**config.mk**
```make
export PLATFORM = sky130hd
export DESIGN_NAME = uart_tx_arb_flat
export DESIGN_NICKNAME = d
export VERILOG_FILES = /design/src/rtl/uart_tx_arb_if.sv /design/src/rtl/uart_tx_arb.sv /design/src/flat_wrapper.sv
export SDC_FILE = /design/constraint.sdc
export NUM_CORES = 1
export LEC_CHECK = 0
export ABC_AREA = 1
export ABC_CLOCK_PERIOD_IN_PS = 5400
export CAP_MARGIN = 20
export CORE_ASPECT_RATIO = 0.5
export CORE_MARGIN = 3
export CORE_UTILIZATION = 45
export DETAILED_ROUTE_END_ITERATION = 8
export PLACE_DENSITY = 0.89
export REMOVE_ABC_BUFFERS = 1
export SKIP_LAST_GASP = 1
export SYNTH_ARGS = -nofsm -noshare
export SYNTH_HDL_FRONTEND = slang
export SYNTH_SLANG_ARGS = --single-unit
```
**constraint.sdc**
```tcl
create_clock -name clk -period 5.4 [get_ports clk]
set_input_delay 1.08 -clock clk [delete_from_list [all_inputs] [get_ports clk]]
set_output_delay 1.08 -clock clk [all_outputs]
set_load 0.005 [all_outputs]
```
**src/rtl/uart_tx_arb_if.sv**
```systemverilog
`default_nettype none
//------------------------------------------------------------------------------
// Module   : uart_tx_arb_if
// Brief    : Requester and UART holding-register handshake bundle for uart_tx_arb.
// Revision : 1.0 - initial release
//------------------------------------------------------------------------------
interface uart_tx_arb_if #(
  parameter int NUM_REQ = 4
);
  logic [NUM_REQ-1:0]   req_valid;
  logic [8*NUM_REQ-1:0] req_data;
  logic [NUM_REQ-1:0]   req_ack;
  logic                 txrdy;
  logic [7:0]           tx_data;
  logic                 tx_wr;

  // master: requesters plus transmitter; slave: the arbiter
  modport master (
    output req_valid, req_data, txrdy,
    input  req_ack, tx_data, tx_wr
  );

  modport slave (
    input  req_valid, req_data, txrdy,
    output req_ack, tx_data, tx_wr
  );
endinterface
`default_nettype wire

```
**src/rtl/uart_tx_arb.sv**
```systemverilog
`default_nettype none
//------------------------------------------------------------------------------
// Module   : uart_tx_arb
// Brief    : Round-robin arbiter feeding one non-FIFO UART transmitter, paced by
//            txrdy. Optional channel tag prefix when UART_TX_ARB_TAG_EN is defined.
// Revision : 1.0 - initial release
//------------------------------------------------------------------------------
module uart_tx_arb #(
  parameter int NUM_REQ = 4,
  parameter int TMO_CYC = 15
) (
  input  wire logic       clk,
  input  wire logic       reset_n,
  uart_tx_arb_if.slave    bus,
  input  wire logic       err_clr,
  output logic      [3:0] gnt_idx,
  output logic            busy,
  output logic            tx_err
);

  localparam int c_cnt_w = $clog2(TMO_CYC + 1);
  localparam logic [c_cnt_w-1:0] c_tmo_last = c_cnt_w'(TMO_CYC - 1);

  typedef enum logic [2:0] {
    S_IDLE    = 3'd0,
    S_WR      = 3'd1,
    S_HOLD    = 3'd2,
    S_WAITRDY = 3'd3
`ifdef UART_TX_ARB_TAG_EN
    ,
    S_TAG_WR   = 3'd4,
    S_TAG_HOLD = 3'd5
`endif
  } state_t;

  state_t               r_state,   w_state_nxt;
  logic [c_cnt_w-1:0]   r_cnt,     w_cnt_nxt;
  logic [3:0]           r_rr_ptr,  w_rr_nxt;
  logic [3:0]           r_gnt,     w_gnt_nxt;
  logic [7:0]           r_tx_data, w_tx_data_nxt;
  logic                 r_tx_wr,   w_tx_wr_nxt;
  logic [NUM_REQ-1:0]   r_ack,     w_ack_nxt;
  logic                 r_busy;
  logic                 r_err;
  logic                 w_err_set;
`ifdef UART_TX_ARB_TAG_EN
  logic [7:0]           r_byte,      w_byte_nxt;
  logic                 r_tag_phase, w_tag_nxt;
  logic [NUM_REQ-1:0]   w_gnt_onehot;
`endif

  logic                 w_any;
  logic                 w_hi_found;
  logic [3:0]           w_hi_idx;
  logic [3:0]           w_lo_idx;
  logic [3:0]           w_winner;
  logic [7:0]           w_win_byte;
  logic [NUM_REQ-1:0]   w_win_onehot;

  // Descending scan leaves the lowest matching index in each result
  always_comb begin
    w_any      = 1'b0;
    w_hi_found = 1'b0;
    w_hi_idx   = '0;
    w_lo_idx   = '0;
    for (int k = NUM_REQ - 1; k >= 0; k--) begin
      if (bus.req_valid[k]) begin
        w_any    = 1'b1;
        w_lo_idx = 4'(k);
        if (4'(k) >= r_rr_ptr) begin
          w_hi_found = 1'b1;
          w_hi_idx   = 4'(k);
        end
      end
    end
    w_winner = w_hi_found ? w_hi_idx : w_lo_idx;
  end

  always_comb begin
    w_win_byte   = '0;
    w_win_onehot = '0;
    for (int k = 0; k < NUM_REQ; k++) begin
      if (4'(k) == w_winner) begin
        w_win_byte      = bus.req_data[8*k +: 8];
        w_win_onehot[k] = 1'b1;
      end
    end
  end

`ifdef UART_TX_ARB_TAG_EN
  always_comb begin
    w_gnt_onehot = '0;
    for (int k = 0; k < NUM_REQ; k++) begin
      w_gnt_onehot[k] = (4'(k) == r_gnt);
    end
  end
`endif

  always_comb begin
    w_state_nxt   = r_state;
    w_cnt_nxt     = r_cnt;
    w_rr_nxt      = r_rr_ptr;
    w_gnt_nxt     = r_gnt;
    w_tx_data_nxt = r_tx_data;
    w_tx_wr_nxt   = 1'b0;
    w_ack_nxt     = '0;
    w_err_set     = 1'b0;
`ifdef UART_TX_ARB_TAG_EN
    w_byte_nxt    = r_byte;
    w_tag_nxt     = r_tag_phase;
`endif
    case (r_state)
      S_IDLE: begin
        if (bus.txrdy && w_any) begin
          w_gnt_nxt   = w_winner;
          w_rr_nxt    = (w_winner == 4'(NUM_REQ - 1)) ? 4'd0 : w_winner + 4'd1;
          w_tx_wr_nxt = 1'b1;
`ifdef UART_TX_ARB_TAG_EN
          w_byte_nxt    = w_win_byte;
          w_tx_data_nxt = {4'hA, w_winner};
          w_tag_nxt     = 1'b1;
          w_state_nxt   = S_TAG_WR;
`else
          w_tx_data_nxt = w_win_byte;
          w_ack_nxt     = w_win_onehot;
          w_state_nxt   = S_WR;
`endif
        end
      end
      S_WR: begin
        w_cnt_nxt   = '0;
        w_state_nxt = S_HOLD;
      end
`ifdef UART_TX_ARB_TAG_EN
      S_TAG_WR: begin
        w_cnt_nxt   = '0;
        w_state_nxt = S_TAG_HOLD;
      end
      S_TAG_HOLD: begin
        w_cnt_nxt = r_cnt + 1'b1;
        if (r_cnt != '0 && !bus.txrdy) begin
          w_state_nxt = S_WAITRDY;
        end else if (r_cnt == c_tmo_last) begin
          w_err_set   = 1'b1;
          w_tag_nxt   = 1'b0;
          w_state_nxt = S_IDLE;
        end
      end
`endif
      // First HOLD cycle (r_cnt==0) ignores txrdy: it still reflects pre-strobe status
      S_HOLD: begin
        w_cnt_nxt = r_cnt + 1'b1;
        if (r_cnt != '0 && !bus.txrdy) begin
          w_state_nxt = S_WAITRDY;
        end else if (r_cnt == c_tmo_last) begin
          w_err_set   = 1'b1;
          w_state_nxt = S_IDLE;
        end
      end
      S_WAITRDY: begin
        if (bus.txrdy) begin
`ifdef UART_TX_ARB_TAG_EN
          if (r_tag_phase) begin
            w_tag_nxt     = 1'b0;
            w_tx_data_nxt = r_byte;
            w_tx_wr_nxt   = 1'b1;
            w_ack_nxt     = w_gnt_onehot;
            w_state_nxt   = S_WR;
          end else
`endif
          w_state_nxt = S_IDLE;
        end
      end
      default: w_state_nxt = S_IDLE;
    endcase
  end

  always_ff @(posedge clk or negedge reset_n) begin
    if (!reset_n) begin
      r_state     <= S_IDLE;
      r_cnt       <= '0;
      r_rr_ptr    <= '0;
      r_gnt       <= '0;
      r_tx_data   <= '0;
      r_tx_wr     <= 1'b0;
      r_ack       <= '0;
      r_busy      <= 1'b0;
      r_err       <= 1'b0;
`ifdef UART_TX_ARB_TAG_EN
      r_byte      <= '0;
      r_tag_phase <= 1'b0;
`endif
    end else begin
      r_state     <= w_state_nxt;
      r_cnt       <= w_cnt_nxt;
      r_rr_ptr    <= w_rr_nxt;
      r_gnt       <= w_gnt_nxt;
      r_tx_data   <= w_tx_data_nxt;
      r_tx_wr     <= w_tx_wr_nxt;
      r_ack       <= w_ack_nxt;
      r_busy      <= (w_state_nxt != S_IDLE);
      if (w_err_set) begin
        r_err <= 1'b1;
      end else if (err_clr) begin
        r_err <= 1'b0;
      end
`ifdef UART_TX_ARB_TAG_EN
      r_byte      <= w_byte_nxt;
      r_tag_phase <= w_tag_nxt;
`endif
    end
  end

  assign bus.tx_data = r_tx_data;
  assign bus.tx_wr   = r_tx_wr;
  assign bus.req_ack = r_ack;
  assign gnt_idx     = r_gnt;
  assign busy        = r_busy;
  assign tx_err      = r_err;

endmodule
`default_nettype wire

```
**src/flat_wrapper.sv**
```systemverilog
// flat-port wrapper written by rule: the top's interface ports become plain ports
module uart_tx_arb_flat 
#(
  parameter int NUM_REQ = 4,
  parameter int TMO_CYC = 15
)
  (clk, reset_n, err_clr, gnt_idx, busy, tx_err, bus_req_valid, bus_req_data, bus_txrdy, bus_req_ack, bus_tx_data, bus_tx_wr);
  uart_tx_arb_if #(.NUM_REQ(NUM_REQ)) bus_i ();
  input  wire logic clk;
  input  wire logic reset_n;
  input  wire logic err_clr;
  output logic      [3:0] gnt_idx;
  output logic busy;
  output logic tx_err;
  input wire logic [$bits(bus_i.req_valid)-1:0] bus_req_valid;
  input wire logic [$bits(bus_i.req_data)-1:0] bus_req_data;
  input wire logic [$bits(bus_i.txrdy)-1:0] bus_txrdy;
  output wire logic [$bits(bus_i.req_ack)-1:0] bus_req_ack;
  output wire logic [$bits(bus_i.tx_data)-1:0] bus_tx_data;
  output wire logic [$bits(bus_i.tx_wr)-1:0] bus_tx_wr;
  assign bus_i.req_valid = bus_req_valid;
  assign bus_i.req_data = bus_req_data;
  assign bus_i.txrdy = bus_txrdy;
  assign bus_req_ack = bus_i.req_ack;
  assign bus_tx_data = bus_i.tx_data;
  assign bus_tx_wr = bus_i.tx_wr;
  uart_tx_arb #(.NUM_REQ(NUM_REQ), .TMO_CYC(TMO_CYC)) u_core (.clk(clk), .reset_n(reset_n), .bus(bus_i), .err_clr(err_clr), .gnt_idx(gnt_idx), .busy(busy), .tx_err(tx_err));
endmodule
```
==> flow_summary.ini, run 1 <==
[clock_tree]
clkSinkCount = 26
root_buffer = clkbuf_8
clkTransAtPathRegs_ns = 0.09
cts_buffers = 3
cts_buffer_depth = 2
ctsHoldBuffers = 0
clock_latency_ns = 0.27
cts.repair.resized = 0
cts_setup_buffers = 0
cts-htree-levels = 1
cts_tree = yes

[routing]
drtIter0Drc = 103
antenna_left = 0
wirelength_um = 4050
routed-via-count = 1578
wl_per_cell_um = 13.2
first_pass_iters = 4
post-route-drc-count = 0
vias_per_cell = 5.14

[worst_hold_path]
hold_class = reg -> reg

[global_routing]
grt_overflow = 0
grt_usage_pct = 18.9
grt_first_pass_wirelength_um = 6020
grt_antenna_before_repair = 0
grt_pass1_vias = 1380
grt_start_max_net_pins = 26

[power_and_ir_drop]
p_comb_share_pct = 49.7
p_int_uw = 510
p_total_uw = 834
p_sw_uw = 324
peakVddDrop_mv = 0.162
swShare_pct = 38.9
p_leak_nw = 1.08
power.share.clock_pct = 15.3
power_density_mw_per_mm2 = 382
seq_power_share_pct = 35.0

[die]
design.core.area_mm2 = 0.00314
pin_count = 59
placementRows = 14
die_area_mm2 = 0.00419
initial_core_util_pct = 49.0
die_x_um = 88.6
die_y_um = 47.3

[sta]
rsz0062_at_grt = no
setup_violations = 0
fin_crit_sh_pct = 58.9
maxSlewHeadroom_pct = 64.9
finalSetupTns_ns = 0
holdWs_ns = 0.489
slew_viol_final = 0
clock.fmax_mhz = 315
fin_crit_ns = 3.18
worstMarginPinSlew_ns = 0.527
skew_ns = 0.00584
hold_violations = 0

[synthesis]
synthesis.area_mm2 = 0.00154
synth_seq_area_share_pct = 42.3
yosysWarnings = 0
yosys.area.top_type_share_pct = 42.3
ys_top_cells_by_area = dfrtp_1 42%, nand2_1 20%, ha_1 5.7%
syn_avg_cell_area_um2 = 7.21
synth_cell_types = 22
yosys.area.top_type = dfrtp_1
synth-seq-cells = 26
syn_inst = 213

[critical_path]
crit_fanout = 9
critPathRequiredTime_ns = 5.57
cp-start-kind = input pin
end_kind = flip-flop
crit_chain = clkdlybuf4s50_1 -> inv_1 -> nor2_1 -> nor2_1 -> a21oi_1 -> nand2_1 -> inv_1 -> ha_1 -> clkinv_1 -> nor2_1 -> nor2_2 -> nand2_1 -> nand2_1
path_delay_family = buffers and inverters
critPathMaxStageDelay_ns = 0.47
path_class = in -> reg
cp_slowest_cell = clkdlybuf4s50_1
crit_buf_inv = 4
arrival_ns = 3.35

[run_status]
status = finished clean

[finish]
nNetsFinal = 315
post-route-util_pct = 69.5
nFillCells = 256
final_cell_mix = 80 x nand2_1, 56 x clkdlybuf4s50_1, 26 x dfrtp_1
layout-drive-gt1-share_pct = 5.24
antenna_cells = 0
syn_to_final_growth_pct = 41.9
final_common_cell = nand2_1

[place]
port_buffers = 56
dpl.hpwl_um = 3080
gp_congestion = 0.841

[run]
maxCapViolCount = 0
==> metal layers <==
metal,vias up,track usage [%],part of all wire (%)
met5,-,0,0
met4,0,8.13,3.1
met3,14,5.43,6.5
met2,63,32.4,49
met1,732,22.8,42
li1,769,-,-
==> flip-flops by register name, indices dropped and copies added (netlist names) <==
name                flops
u_core.r_state          3
u_core.bus.tx_data      8
u_core.gnt_idx          2
u_core.r_rr_ptr         2
u_core.busy             1
u_core.bus.req_ack      4
u_core.bus.tx_wr        1
u_core.r_cnt            4
u_core.tx_err           1
==> cells by family after synthesis <==
group,Yosys count,synth area share (%)
xor gates and xnor gates,1,0.570
AOI/OAI and AO/OA,28,9.28
other,1,0.244
and+or+nand+nor,121,33.2
adders and majority gates,7,5.70
DFF,26,42.3
buffers and inverters,29,8.63
==> through the flow <==
| step | cell area, µm² | worst slack, ns | instances |
|---|---|---|---|
| 2_1_floorplan | 1490 | 2.85 | 206 |
| 3_3_place_gp | 2100 | 2.11 | 302 |
| 3_5_place_dp | 2120 | 1.96 | 303 |
| 4_1_cts | 2180 | 2.24 | 307 |
| 5_1_grt | 2180 | 1.99 | 307 |
| 6_report | 2180 | 2.22 | 307 |
==> cell usage after synthesis (all sizes together) <==
cell / instances
inv: 17
nand3b: 1
clkinv: 3
a21oi: 13
o22ai: 2
clkbuf: 1
nand2: 80
conb: 1
o21ai: 13
buf: 8
ha: 7
xnor2: 1
dfrtp: 26
nor2: 26
nand3: 12
nand4: 2
==> worst register-to-register path, stage by stage (launching register included) <==
cell	delay, ns
dfrtp_1	0.41
nor2_1	0.15
nor2_1	0.06
a21oi_1	0.16
nand2_1	0.15
inv_1	0.11
ha_1	0.36
clkinv_1	0.34
nor2_1	0.22
nor2_2	0.06
nand2_1	0.07
nand2_1	0.05
==> path summary, 6_finish.rpt <==
kind                                       startpoint               endpoint  slack, ns  cells past startpoint
worst min register to register  u_core.bus.tx_data[5]  u_core.bus.tx_data[5]       0.49                      2
worst max-delay path                 bus_req_valid[1]  u_core.bus.tx_data[6]       2.22                     13
worst max register to register     u_core.r_rr_ptr[1]  u_core.bus.tx_data[6]       3.17                     11
min in group asynchronous                     reset_n  u_core.bus.tx_data[3]       1.12                      1
max in group asynchronous                     reset_n      u_core.r_state[2]       3.83                      2
worst min-delay path            u_core.bus.tx_data[5]  u_core.bus.tx_data[5]       0.49                      2
==> power by group through the flow <==
stage                     Clock (mW)  Combinational (mW)  Sequential, mW
after floorplan                    0               0.234           0.294
after global placement             0               0.390           0.293
after detailed placement           0               0.412           0.295
after CTS                      0.130               0.416           0.292
after global routing           0.138               0.464           0.298
final                          0.128               0.414           0.292
==> cell type report <==
class | instances | area, µm² | area share (%)
tap | 40 | 50.0 | 2.30
clock buffer | 4 | 55.1 | 2.53
timing repair buffer | 57 | 588 | 27.0
inverter | 20 | 75.1 | 3.44
sequential | 26 | 651 | 29.9
multi-input combinational | 160 | 761 | 34.9
No activity file was read; power rests on OpenSTA's default activity.
==> run 2: changes to the inputs <==
Settings changed: ABC_CLOCK_PERIOD_IN_PS 5400 to 2600, CORE_UTILIZATION 45 to 39, PLACE_DENSITY 0.89 to 0.82.
Clock period 5.4 ns to 2.6 ns, I/O delays scaled along.
==> flow_summary.ini, run 2 (synthesis gave the netlist of run 1 again) <==
[place]
port_buffers = 56
gp_congestion = 0.831
dpl_cell_area_mm2 = 0.00213
placed_cells = 316
dpl.hpwl_um = 2970

[critical_path]
r2r_slack_ns = 0.51
arrival_ns = 2.58
critPathRequiredTime_ns = 2.76
crit_fanout = 9
cp-start-kind = input pin
path_class = in -> reg
end_kind = flip-flop

[finish]
final_common_cell = nand2_1
nNetsFinal = 317
final_area_mm2 = 0.00221
largest_reg_flops = 8
antenna_cells = 0
fin_cells = 320
syn_to_final_growth_pct = 43.6
layout-drive-gt1-share_pct = 6.32
final_cell_mix = 80 x nand2_1, 56 x clkdlybuf4s50_1, 26 x dfrtp_1

[sta]
finalSetupTns_ns = 0
hold_violations = 0
skew_ns = 0.00551
clock.fmax_mhz = 413
slew_viol_final = 0
fin_crit_ns = 2.42
fin_crit_sh_pct = 93.0
setup_violations = 0
rsz0062_at_grt = no

[global_routing]
grt_first_pass_wirelength_um = 6190
grt_antenna_before_repair = 0
grt_start_max_net_pins = 27
grt_overflow = 0
grt_pass1_vias = 1424
grt_usage_pct = 16.5

[clock_tree]
clock_latency_ns = 0.27
cts_buffers = 3
cts_setup_buffers = 0
cts-htree-levels = 1
cts_tree = yes
ctsHoldBuffers = 0
cts.repair.resized = 0
cts_buffer_depth = 2
root_buffer = clkbuf_8
clkSinkCount = 26
clkTransAtPathRegs_ns = 0.08

[routing]
routed-via-count = 1534
vias_per_cell = 4.79
drtIter0Drc = 64
first_pass_iters = 4
wl_per_cell_um = 12.2
wirelength_um = 3900
post-route-drc-count = 0
antenna_left = 0

[die]
design.core.area_mm2 = 0.00360
placementRows = 15
initial_core_util_pct = 42.6
die_area_mm2 = 0.00477
pin_count = 59
die_x_um = 94.8
die_y_um = 50.4

[power_and_ir_drop]
power_density_mw_per_mm2 = 822
p_leak_nw = 1.09
peakVddDrop_mv = 0.331
p_total_mw = 1.81

[worst_hold_path]
hold_class = reg -> reg

[run]
maxCapViolCount = 0

[run_status]
status = finished clean
[run 2: layer usage]
layer | vias up | wire (µm) | GRT usage [%]
met5 | - | 0 | 0
met4 | 0 | 16 | 2.87
met3 | 2 | 228 | 3.74
met2 | 43 | 2020 | 30.8
met1 | 717 | 1630 | 19.5
li1 | 772 | - | -
[run 2: layout make-up]
cell class	instances	area, µm²
well taps	51	63.8
repair buffers	59	583
clock inverters	1	30.0
multi-input cells	160	763
fillers	328	1400
flip-flops and latches	26	651
clock buffers	3	41.3
inverters	20	75.1
[run 2: report_power, final]
group / total (mW) / switching [mW] / internal (mW)
clock network: 0.333 / 0.127 / 0.206
logic: 0.870 / 0.461 / 0.409
registers: 0.610 / 0.0832 / 0.527
total: 1.81 / 0.671 / 1.14
[run 2: worst paths after layout]
kind,from,end,cells past startpoint
worst max-delay path,bus_req_valid[1],u_core.bus.tx_data[0],13
worst max register to register,u_core.r_rr_ptr[1],u_core.bus.tx_data[0],11
max in group asynchronous,reset_n,u_core.r_cnt[0],2
worst min-delay path,u_core.bus.tx_data[0],u_core.bus.tx_data[0],2
worst min register to register,u_core.bus.tx_data[0],u_core.bus.tx_data[0],2
min in group asynchronous,reset_n,u_core.bus.tx_data[1],2
[run 2: stage by stage]
stage	worst slack [ns]	util, %	hold slack, ns
3_3_place_gp	0.0181	59.2	0.462
3_5_place_dp	-0.103	59.2	0.471
6_report	0.181	61.3	0.488
2_1_floorplan	0.615	-	0.224
4_1_cts	0.187	61.2	0.495
5_1_grt	0.0311	61.3	0.509
[run 2: critical path, cell delays in order]
cell and delay, ns:
clkdlybuf4s50_1 0.45, inv_1 0.07, nor2_1 0.14, nor2_1 0.06, a21oi_1 0.15, nand2_1 0.14, inv_1 0.11, ha_1 0.27
clkinv_1 0.29, nor2_1 0.19, nor2_1 0.06, nand2_1 0.07, nand2_1 0.05
==> run 3: changes to the inputs <==
Settings changed: ABC_CLOCK_PERIOD_IN_PS 2600 to 3000, CORE_UTILIZATION 39 to 45, PLACE_DENSITY 0.82 to 0.89.
Clock period 2.6 ns to 3 ns, I/O delays scaled along.
==> flow_summary.ini, run 3 (synthesis gave the netlist of run 1 again) <==
[finish]
largest_reg_flops = 8
layout-drive-gt1-share_pct = 6.64
syn_to_final_growth_pct = 43.6
nNetsFinal = 319
final_common_cell = nand2_1
antenna_cells = 0
final_cell_mix = 80 x nand2_1, 56 x clkdlybuf4s50_1, 26 x dfrtp_1

[critical_path]
rr_worst_depth = 11
r2r_slack_ns = 1.03
crit_fanout = 9
path_class = in -> reg
end_kind = flip-flop
reg2reg_to = u_core.bus.tx_data[1]
cp-start-kind = input pin
arrival_ns = 2.65
reg2reg_from = u_core.r_rr_ptr[1]
critPathRequiredTime_ns = 3.22

[routing]
antenna_left = 0
first_pass_iters = 4
drtIter0Drc = 69
routed-via-count = 1567
wirelength_um = 4040
vias_per_cell = 5.04
wl_per_cell_um = 13.0
post-route-drc-count = 0

[sta]
fin_crit_sh_pct = 80.9
fin_crit_ns = 2.43
rsz0062_at_grt = no
hold_violations = 0
slew_viol_final = 0
finalSetupTns_ns = 0
worst_slack_ns = 0.573
clock.fmax_mhz = 412
setup_violations = 0
skew_ns = 0.00927

[power_and_ir_drop]
power_density_mw_per_mm2 = 719
p_leak_nw = 1.10
peakVddDrop_mv = 0.313
p_total_mw = 1.59

[clock_tree]
clkTransAtPathRegs_ns = 0.09
clkSinkCount = 26
ctsHoldBuffers = 0
cts.repair.resized = 0
cts_setup_buffers = 0
cts-htree-levels = 1
cts_buffers = 3
cts_tree = yes
root_buffer = clkbuf_8
clock_latency_ns = 0.27
cts_buffer_depth = 2

[global_routing]
grt_start_max_net_pins = 27
grt_first_pass_wirelength_um = 6200
grt_overflow = 0
grt_usage_pct = 19.6
grt_antenna_before_repair = 0
grt_pass1_vias = 1508

[die]
design.core.area_mm2 = 0.00314
pin_count = 59
die_x_um = 88.6
die_area_mm2 = 0.00419
initial_core_util_pct = 49.0
placementRows = 14
die_y_um = 47.3

[run]
maxCapViolCount = 0

[worst_hold_path]
hold_class = reg -> reg
min_path_cells = 2
min_from = u_core.gnt_idx[0]
worstHoldEndpoint = u_core.gnt_idx[0]

[place]
port_buffers = 56
gp_congestion = 0.797
dp_slack_ns = 0.343
dpl.hpwl_um = 3060

[run_status]
status = finished clean
## run 3: power breakdown
| part | total, mW | switching, mW | internal (mW) |
|---|---|---|---|
| logic | 0.772 | 0.408 | 0.363 |
| clock network | 0.289 | 0.111 | 0.178 |
| registers | 0.525 | 0.0689 | 0.457 |
## run 3: cell type report
| type | instances | area, µm² |
|---|---|---|
| clock inverter | 1 | 30.0 |
| tap | 40 | 50.0 |
| sequential | 26 | 651 |
| multi-input combinational | 160 | 761 |
| inverter | 20 | 75.1 |
| timing repair buffer | 61 | 598 |
| clock buffer | 3 | 41.3 |
| fill | 242 | 930 |
## run 3: worst max path at each step
stage	from	end	slack, ns	depth (start not counted)
floorplan	bus_req_valid[1]	u_core.bus.tx_data[5]	0.93	12
global placement	bus_req_valid[1]	u_core.bus.tx_data[7]	0.47	13
detailed placement	bus_req_valid[1]	u_core.bus.tx_data[5]	0.34	13
CTS	bus_req_valid[1]	u_core.bus.tx_data[5]	0.61	13
global route	bus_req_valid[2]	u_core.bus.tx_data[1]	0.39	14
finish	bus_req_valid[2]	u_core.bus.tx_data[1]	0.57	15
## run 3: critical path, cell delays in order
cell and delay (ns):
clkdlybuf4s50_1 0.57, inv_1 0.06, nand2_1 0.07, nand2_1 0.06
nand2_1 0.05, nand3_1 0.11, nand2_1 0.17, inv_1 0.09
ha_1 0.22, buf_4 0.17, o21ai_0 0.20, nand2_1 0.07
nand2_1 0.06, nand2_1 0.07, nand2_1 0.06
## run 3: metrics by stage
| stage | area (µm²) | hold WS [ns] | instances | utilization [%] |
|---|---|---|---|---|
| after floorplan | 1490 | 0.304 | 206 | - |
| after global placement | 2130 | 0.462 | 307 | 68.1 |
| after detailed placement | 2130 | 0.467 | 307 | 68.1 |
| after CTS | 2210 | 0.492 | 311 | 70.4 |
| after global routing | 2210 | 0.503 | 311 | 70.4 |
| final | 2210 | 0.491 | 311 | 70.4 |
## run 3: layer usage
metal | routed length, µm | up-vias | track usage, %
li1 | - | 778 | -
met1 | 1590 | 724 | 19.8
met2 | 2060 | 55 | 39.5
met3 | 292 | 10 | 5.60
met4 | 97 | 0 | 7.83
met5 | 0 | - | 0
